`config.mk`:
```
export PLATFORM = sky130hd
export DESIGN_NAME = immgen_stage
export DESIGN_NICKNAME = d
export VERILOG_FILES = /design/src/rtl/imm_pkg.sv /design/src/rtl/imm_select.sv /design/src/rtl/immgen_stage.sv
export SDC_FILE = /design/constraint.sdc
export NUM_CORES = 1
export LEC_CHECK = 0
export BUFFER_PORTS_ARGS = -buffer_cell sky130_fd_sc_hd__buf_2
export CELL_PAD_IN_SITES_DETAIL_PLACEMENT = 0
export CELL_PAD_IN_SITES_GLOBAL_PLACEMENT = 1
export CORE_MARGIN = 2
export CORE_UTILIZATION = 41
export DETAILED_ROUTE_END_ITERATION = 12
export GPL_TIMING_DRIVEN = 1
export PLACE_DENSITY_LB_ADDON = 0.1
export SYNTH_ARGS = -nofsm -noshare
export SYNTH_HDL_FRONTEND = slang
export SYNTH_SLANG_ARGS = --single-unit
```
`constraint.sdc`:
```
create_clock -name clk_i -period 2 [get_ports clk_i]
set_input_delay 0.4 -clock clk_i [delete_from_list [all_inputs] [get_ports clk_i]]
set_output_delay 0.4 -clock clk_i [all_outputs]
set_load 0.005 [all_outputs]
```
`src/rtl/imm_pkg.sv`:
```
// Immediate formats, base opcodes and 64-bit sign-extended immediate builders.
// RVC builders exist only when IMMGEN_RVC_EN is defined.
package imm_pkg;

  localparam int MAX_XLEN = 64;

  // CJ and CB share one code; the immediate itself tells jump from branch offsets.
  typedef enum logic [2:0] {
    FMT_NONE = 3'd0,
    FMT_I    = 3'd1,
    FMT_S    = 3'd2,
    FMT_B    = 3'd3,
    FMT_U    = 3'd4,
    FMT_J    = 3'd5,
    FMT_CI   = 3'd6,
    FMT_CJB  = 3'd7
  } imm_fmt_e;

  localparam logic [6:0] OPC_LUI      = 7'b0110111;
  localparam logic [6:0] OPC_AUIPC    = 7'b0010111;
  localparam logic [6:0] OPC_JAL      = 7'b1101111;
  localparam logic [6:0] OPC_JALR     = 7'b1100111;
  localparam logic [6:0] OPC_LOAD     = 7'b0000011;
  localparam logic [6:0] OPC_OP_IMM   = 7'b0010011;
  localparam logic [6:0] OPC_OP_IMM32 = 7'b0011011;
  localparam logic [6:0] OPC_SYSTEM   = 7'b1110011;
  localparam logic [6:0] OPC_STORE    = 7'b0100011;
  localparam logic [6:0] OPC_BRANCH   = 7'b1100011;

  typedef logic [MAX_XLEN-1:0] imm_t;

  // Builders sign-extend to MAX_XLEN; truncating the low XLEN bits keeps the sign.
  function automatic imm_t imm_i(input logic [31:0] instr);
    return {{52{instr[31]}}, instr[31:20]};
  endfunction

  function automatic imm_t imm_s(input logic [31:0] instr);
    return {{52{instr[31]}}, instr[31:25], instr[11:7]};
  endfunction

  function automatic imm_t imm_b(input logic [31:0] instr);
    return {{51{instr[31]}}, instr[31], instr[7], instr[30:25], instr[11:8], 1'b0};
  endfunction

  function automatic imm_t imm_u(input logic [31:0] instr);
    return {{32{instr[31]}}, instr[31:12], 12'b0};
  endfunction

  function automatic imm_t imm_j(input logic [31:0] instr);
    return {{43{instr[31]}}, instr[31], instr[19:12], instr[20], instr[30:21], 1'b0};
  endfunction

`ifdef IMMGEN_RVC_EN
  function automatic imm_t imm_ci(input logic [31:0] instr);
    return {{58{instr[12]}}, instr[12], instr[6:2]};
  endfunction

  function automatic imm_t imm_clui(input logic [31:0] instr);
    return {{46{instr[12]}}, instr[12], instr[6:2], 12'b0};
  endfunction

  function automatic imm_t imm_cj(input logic [31:0] instr);
    return {{52{instr[12]}}, instr[12], instr[8], instr[10:9], instr[6], instr[7],
            instr[2], instr[11], instr[5:3], 1'b0};
  endfunction

  function automatic imm_t imm_cb(input logic [31:0] instr);
    return {{55{instr[12]}}, instr[12], instr[6:5], instr[2], instr[11:10],
            instr[4:3], 1'b0};
  endfunction
`endif

endpackage

```
`src/rtl/imm_select.sv`:
```
// Combinational format decode and immediate mux for one instruction.
// Compressed decode is present only with IMMGEN_RVC_EN defined.
module imm_select
  import imm_pkg::*;
#(
  parameter int XLEN = 32
) (
  input  logic [31:0]     instr_i,
  output logic [XLEN-1:0] imm_o,
  output logic [2:0]      fmt_o
);

  imm_fmt_e fmt;
  imm_t     imm_full;
  logic     imm_hi_unused;

  always_comb begin
    fmt      = FMT_NONE;
    imm_full = '0;
    if (instr_i[1:0] == 2'b11) begin
      case (instr_i[6:0])
        OPC_LUI, OPC_AUIPC: begin
          fmt      = FMT_U;
          imm_full = imm_u(instr_i);
        end
        OPC_JAL: begin
          fmt      = FMT_J;
          imm_full = imm_j(instr_i);
        end
        OPC_JALR, OPC_LOAD, OPC_OP_IMM, OPC_SYSTEM: begin
          fmt      = FMT_I;
          imm_full = imm_i(instr_i);
        end
        OPC_OP_IMM32: begin
          if (XLEN == 64) begin
            fmt      = FMT_I;
            imm_full = imm_i(instr_i);
          end
        end
        OPC_STORE: begin
          fmt      = FMT_S;
          imm_full = imm_s(instr_i);
        end
        OPC_BRANCH: begin
          fmt      = FMT_B;
          imm_full = imm_b(instr_i);
        end
        default: begin
          fmt      = FMT_NONE;
          imm_full = '0;
        end
      endcase
    end
`ifdef IMMGEN_RVC_EN
    else if (instr_i[1:0] == 2'b01) begin
      case (instr_i[15:13])
        3'b000, 3'b010: begin
          fmt      = FMT_CI;
          imm_full = imm_ci(instr_i);
        end
        // rd==2 in this slot is C.ADDI16SP, which is not a CI immediate here
        3'b011: begin
          if (instr_i[11:7] != 5'd0 && instr_i[11:7] != 5'd2) begin
            fmt      = FMT_CI;
            imm_full = imm_clui(instr_i);
          end
        end
        // funct3 001 is C.JAL only on RV32; RV64 reuses it for C.ADDIW
        3'b001: begin
          if (XLEN == 32) begin
            fmt      = FMT_CJB;
            imm_full = imm_cj(instr_i);
          end
        end
        3'b101: begin
          fmt      = FMT_CJB;
          imm_full = imm_cj(instr_i);
        end
        3'b110, 3'b111: begin
          fmt      = FMT_CJB;
          imm_full = imm_cb(instr_i);
        end
        default: begin
          fmt      = FMT_NONE;
          imm_full = '0;
        end
      endcase
    end
`endif
  end

  assign imm_o         = imm_full[XLEN-1:0];
  assign fmt_o         = fmt;
  assign imm_hi_unused = ^imm_full;

endmodule

```
`src/rtl/immgen_stage.sv`:
```
// Registered immediate-generation stage with a 2-entry skid buffer.
// Define IMMGEN_RVC_EN to decode compressed immediates.
module immgen_stage
  import imm_pkg::*;
#(
  parameter int XLEN = 32,
  parameter int ILEN = 32
) (
  input  logic            clk_i,
  input  logic            rst_ni,
  input  logic            flush_i,
  input  logic            in_valid_i,
  output logic            in_ready_o,
  input  logic [ILEN-1:0] instr_i,
  output logic            out_valid_o,
  input  logic            out_ready_i,
  output logic [XLEN-1:0] imm_o,
  output logic [2:0]      fmt_o,
  output logic [ILEN-1:0] instr_o
);

  logic [XLEN-1:0] sel_imm;
  logic [2:0]      sel_fmt;

  imm_select #(.XLEN(XLEN)) u_imm_select (
    .instr_i (instr_i),
    .imm_o   (sel_imm),
    .fmt_o   (sel_fmt)
  );

  logic            out_valid_q, out_valid_d;
  logic [XLEN-1:0] out_imm_q, out_imm_d;
  logic [2:0]      out_fmt_q, out_fmt_d;
  logic [ILEN-1:0] out_instr_q, out_instr_d;
  logic            skid_valid_q, skid_valid_d;
  logic [XLEN-1:0] skid_imm_q, skid_imm_d;
  logic [2:0]      skid_fmt_q, skid_fmt_d;
  logic [ILEN-1:0] skid_instr_q, skid_instr_d;

  logic accept;
  logic out_free;

  assign accept   = in_valid_i && !skid_valid_q;
  assign out_free = !out_valid_q || out_ready_i;

  always_comb begin
    out_valid_d  = out_valid_q;
    out_imm_d    = out_imm_q;
    out_fmt_d    = out_fmt_q;
    out_instr_d  = out_instr_q;
    skid_valid_d = skid_valid_q;
    skid_imm_d   = skid_imm_q;
    skid_fmt_d   = skid_fmt_q;
    skid_instr_d = skid_instr_q;
    if (flush_i) begin
      out_valid_d  = 1'b0;
      skid_valid_d = 1'b0;
    end else if (out_free) begin
      // A held skid entry is older than anything at the input, so it goes first
      if (skid_valid_q) begin
        out_valid_d  = 1'b1;
        out_imm_d    = skid_imm_q;
        out_fmt_d    = skid_fmt_q;
        out_instr_d  = skid_instr_q;
        skid_valid_d = 1'b0;
      end else if (accept) begin
        out_valid_d = 1'b1;
        out_imm_d   = sel_imm;
        out_fmt_d   = sel_fmt;
        out_instr_d = instr_i;
      end else begin
        out_valid_d = 1'b0;
      end
    end else if (accept) begin
      skid_valid_d = 1'b1;
      skid_imm_d   = sel_imm;
      skid_fmt_d   = sel_fmt;
      skid_instr_d = instr_i;
    end
  end

  always_ff @(posedge clk_i) begin
    if (!rst_ni) begin
      out_valid_q  <= 1'b0;
      out_imm_q    <= '0;
      out_fmt_q    <= FMT_NONE;
      out_instr_q  <= '0;
      skid_valid_q <= 1'b0;
      skid_imm_q   <= '0;
      skid_fmt_q   <= FMT_NONE;
      skid_instr_q <= '0;
    end else begin
      out_valid_q  <= out_valid_d;
      out_imm_q    <= out_imm_d;
      out_fmt_q    <= out_fmt_d;
      out_instr_q  <= out_instr_d;
      skid_valid_q <= skid_valid_d;
      skid_imm_q   <= skid_imm_d;
      skid_fmt_q   <= skid_fmt_d;
      skid_instr_q <= skid_instr_d;
    end
  end

  assign in_ready_o  = !skid_valid_q;
  assign out_valid_o = out_valid_q;
  assign imm_o       = out_imm_q;
  assign fmt_o       = out_fmt_q;
  assign instr_o     = out_instr_q;

endmodule
```
; Word-level counts from Yosys, hierarchy flattened
; Cells that the tools add are included.
[word_totals]
register_bits = 136
in_bits = 37
word_cells = 44
out_inout_bits = 69
[op_classes]
n_eq_ne = 10
muxes = 12
bitwise = 3
reduce_logical = 11
[ops]
columns = op, count
row1 = 32-bit two-way mux, 5
row2 = 32-bit one-hot mux with 5 select lines, 1
row3 = 7-bit == test (second input constant), 4
row4 = 3-bit one-hot mux with 5 select lines, 1
row5 = 7-bit by 5-bit == test with 1-bit output (second input constant), 2
row6 = 7-bit by 6-bit == test with 1-bit output (second input constant), 2
row7 = 3-bit two-way mux, 3
row8 = 7-bit by 2-bit == test with 1-bit output (second input constant), 1
row9 = 3-bit AND reduction, 2
row10 = 2-bit OR reduction, 2
row11 = 4-bit OR reduction, 1
row12 = 1-bit NOT, 3
row13 = 3-bit OR reduction, 1
row14 = 2-bit == test (second input constant), 1
row15 = 1-bit zero test, 2
row16 = 1-bit two-way mux, 2
row17 = 2-bit nonzero test, 1
row18 = 1-bit logical AND, 1
row19 = 1-bit logical OR, 1

; Depth between registers and ports, before layout
[logic_depth]
ltp_word = 6
ltp_mapped = 8
ltp_nobuf = 5

; Cells and area by module
; From an unflattened synthesis, not the netlist that was laid out.
[unflattened]
hier_cells = 677
hier_area_um2 = 6438.7
[by_module_without_submodules]
columns = module, seq_area_each_um2, n_inst, area_per_inst_um2, cells_per_inst
row1 = immgen_stage, 2722.6, 1, 5939.4, 607
row2 = imm_select, 0.0, 1, 499.2, 70

; Least setup slack after synthesis
; Ideal clock, no wire load.
[synth_timing]
path_kind = input-to-reg
start = input instr_i[3]
end = register out_imm_q[12], in the netlist imm_o[12]
arrival_time_ns = 1.726
required_time_ns = 1.913
path_buffers = 2
slack_ns = 0.187
setup_time_ns = 0.087
stages = 7
cell_sequence = buf_6 nand4bb_4 a211oi_2 o21ai_2 and2_4 buf_6 a221oi_2
[synth_between]
elab_chain_len = 6
elab_cells_between_ends = 15
classes_between = 9 x eq/ne / 4 x mux / 2 x reduce/logical
[synth_lines]
columns = element, line
row1 = start: declaration, immgen_stage.sv:14  ; input logic [ILEN-1:0] instr_i,
row2 = 7-bit == test (tied with other cells), imm_select.sv:21  ; case (instr_i[6:0])
row3 = 4-bit OR reduction / 2-bit OR reduction (equally long branches), imm_select.sv:21
row4 = 32-bit one-hot mux with 5 select lines *, imm_select.sv:21
row5 = 32-bit two-way mux *, imm_select.sv:20  ; if (instr_i[1:0] == 2'b11) begin
row6 = 32-bit two-way mux *, immgen_stage.sv:66  ; end else if (accept) begin
row7 = 32-bit two-way mux *, immgen_stage.sv:60  ; if (skid_valid_q) begin
row8 = end signal: assignment, immgen_stage.sv:94  ; out_imm_q <= out_imm_d;
row9 = end: declaration, immgen_stage.sv:32  ; logic [XLEN-1:0] out_imm_q, out_imm_d;
; Every way passes the cells marked *; elsewhere a longest branch is shown, timed or not. The select of a mux whose other input is x is not followed.
; A chain may end at the register's enable or synchronous reset.

; Worst setup path in the final report
[layout_timing]
start = register skid_valid_q
end = output in_ready_o
[layout_between]
elab_chain_len = 1
[layout_lines]
columns = element, line
row1 = start: declaration, immgen_stage.sv:35  ; logic skid_valid_q, skid_valid_d;
row2 = start signal: assignment, immgen_stage.sv:97  ; skid_valid_q <= skid_valid_d;
row3 = 1-bit zero test, immgen_stage.sv:104  ; assign in_ready_o = !skid_valid_q;
row4 = end: declaration, immgen_stage.sv:13  ; output logic in_ready_o,
; No other way between the ends.

==> run summary <==
Final period util = 96.5%
I/O pins = 106
Max-slew violation count = 0
Critical R2R Launch = skid_valid_q
VDD IR max = 0.494 mV
Cell Pwr Density = 925 mW/mm^2
Net Sw Frac = 22.7%
Antenna cell count = 0
#FFs+latches synth = 136
Asr flop ratio synth = 0%
FP Rows = 43
Cell area after layout = 0.00713 sq mm
Reg2reg setup slack = 0.27 ns
Seq pwr share = 43.2%
Layout cells sized above 1 = 24.5%
Final setup viols = 0
Wire length per cell = 17.1 um
Total congestion overflow = 0
Seq/Total Area, Yosys = 47.6%
Worst-Margin Slew = 0.597 ns
WL final = 16200 um
Part of the power in combinational logic = 8.2%
Worst Hold Class = in -> reg
Vias in the first global route = 5020
Clk_skew = 0.00852 ns
Post-DP Area = 0.00652 sq mm
Area of the mapped netlist = 0.00572 sq mm
Headroom to the max-slew limit = 60.1%
Post-synthesis to final-layout area growth = 24.8%
Arrival @ worst endpoint = 1.53 ns
Cell variety after synth = 50
Die H = 122 um
Vias/cell = 5.49
GP Congestion = 0.813
H-tree Lvls = 4
Status = finished, final reports clean
Die width = 122 um
EDFF count, synth = 0
Starting Density = 41.5%
CP Capture Type = output pin
CP cell instances = buf_6 -> inv_1 -> buf_12 -> buf_2
Fin cells = 950
Setup CP Type = reg -> out
First-pass GRT wire length = 26000 um
CTS clk-pin slew, worst paths = 0.06 ns
Crit path to = in_ready_o
Startpoint Class = flip-flop
Die area = 0.0149 sq mm
Setup TNS Final = 0 ns
Hold Crit Start = instr_i[17]
Final nets = 795
TritonCTS clock tree = done
Total number of vias = 5212
Post CTS Setup Buffer Count = 0
Initial antenna violation count = 0
Final hold violation count = 0
Synth area leader = dfxtp_1
Max Clk Rate = 518 MHz
Crit path required time = 1.60 ns
Final HPWL DP = 11000 um
Synth Instances = 665
Unrepaired setup endpoints after global routing = false
Net load switching power = 1.50 mW
Syn. warnings = 0
Synth top area share = 47.6%
Crit. Startpoint = skid_valid_q
Synth area leaders = dfxtp_1 48%, nand2_1 7.0%, mux2i_1 5.8%
Worst Reg-to-Reg Cells = 5
Max stage delay on crit path = 0.38 ns
Static Leak = 2.69 nW
Max Cap Viol = 0
DRC Markers = 0
Root Buffer Master = clkbuf_16
Largest net degree at the start of global routing = 63
CTS buffer count = 17
Slowest cell on crit path = dfxtp_2
R2r endpoint = imm_o[1]
Pwr Total = 6.60 mW
Syn nets = 702
Ys flop type = dfxtp_1
Core area = 0.0138 sq mm
Placed cells = 919
IO buf count = 105
Total track usage = 22.5%
Period minus WS final = 1.93 ns
Int Pwr = 5.10 mW
Final ANT Viol Nets = 0
Max Fanout on Critical Path = 33
DRT iter0 DRCs = 369
Count leader, synth = dfxtp_1
CTS Sinks = 136
Most frequent cells after synthesis = 136 x dfxtp_1, 107 x nand2_1, 62 x a21oi_1, 62 x o21ai_0, 51 x nor2_1
Syn_area_per_cell = 8.59 sq um
Clk Latency, worst-skew pair = 0.42 ns
Clock power frac = 48.6%
Worst-case clock buffer depth = 2
DR pass1 iterations = 6
[kinds of logic (layout without fill, tap and decap cells)]
group / after synthesis / in the layout / share of synthesized area (%)
compound gates: 212 / 212 / 23.7
buf+inv: 65 / 170 / 4.88
flops: 136 / 136 / 47.6
mux: 33 / 33 / 5.78
simple gates: 219 / 219 / 18.0
[sequential cells by signal, summed over array words and instances, names as in the netlist]
name,cells
fmt_o,3
skid_instr_q,32
instr_o,32
skid_fmt_q,3
skid_imm_q,32
imm_o,32
skid_valid_q,1
out_valid_o,1
[per-layer routing]
| layer | wire [um] | vias up | global-route usage [%] |
|---|---|---|---|
| met1 | 7610 | 2487 | 29.7 |
| met3 | 819 | 21 | 4.73 |
| met2 | 7590 | 136 | 36.6 |
| li1 | - | 2568 | - |
| met4 | 224 | 0 | 7.47 |
| met5 | 0 | - | 0 |
[layout make-up]
class,instances,area (sq um)
fill,1369,6640
clock buffer,24,492
timing repair buffer,137,845
tap,180,225
inverter,2,7.51
multi-input combinational,464,2730
clock inverter,7,116
sequential,136,2720
[repair_timing]
| item | CTS | global route |
|---|---|---|
| hold endpoints to repair | 0 | 0 |
| hold buffers | 0 | 0 |
| endpoints found under the setup margin | 1 | 0 |
| resized for setup | 1 | 0 |
[stage by stage]
step / hold slack (ns) / util [%] / worst slack, ns
after floorplan: 0.435 / - / 0.187
after global placement: 0.442 / 47.4 / 0.109
after detailed placement: 0.447 / 47.4 / 0.0503
after CTS: 0.238 / 51.8 / 0.0547
after global routing: 0.247 / 51.8 / 0.0124
final: 0.251 / 51.8 / 0.0708
[worst max-delay path, delay by kind of cell (launching register included)]
family	cells	cell delay [ns]
buf+inv	4	0.73
flops	1	0.38
[power groups by stage]
stage / clock network (mW) / logic, mW / registers [mW]
final: 3.21 / 0.540 / 2.85
after global routing: 3.40 / 0.604 / 2.86
after CTS: 3.26 / 0.546 / 2.85
after detailed placement: 0 / 0.544 / 2.91
after global placement: 0 / 0.534 / 2.90
after floorplan: 0 / 0.292 / 2.91
[worst min-delay path by stage]
stage	end	slack, ns	cells after the start
floorplan	skid_imm_q[31]	0.44	2
global placement	skid_instr_q[6]	0.44	2
detailed placement	skid_instr_q[11]	0.45	2
CTS	skid_instr_q[14]	0.24	3
global route	skid_instr_q[13]	0.25	3
finish	skid_instr_q[17]	0.25	3
[cell usage in the layout, fill, tap and decap left out, types with 3 or more instances in the layout]
| cell | instances |
|---|---|
| a221oi_1 | 5 |
| a221oi_2 | 8 |
| clkbuf_1 | 3 |
| or3_1 | 6 |
| o2111a_1 | 3 |
| o21ai_0 | 62 |
| a211oi_1 | 35 |
| nand2_1 | 107 |
| nor3_1 | 7 |
| dfxtp_1 | 135 |
| nor2_1 | 51 |
| nand4_1 | 9 |
| o21ai_1 | 3 |
| buf_12 | 6 |
| a32oi_1 | 6 |
| nand2b_1 | 4 |
| clkbuf_8 | 4 |
| nor2b_1 | 4 |
| nand3_1 | 10 |
| a31oi_1 | 14 |
| buf_4 | 25 |
| buf_2 | 105 |
| mux2i_1 | 33 |
| nor3b_1 | 5 |
| a21oi_1 | 62 |
| clkbuf_16 | 17 |
| bufinv_16 | 3 |
No activity file was read; power rests on OpenSTA's default activity.
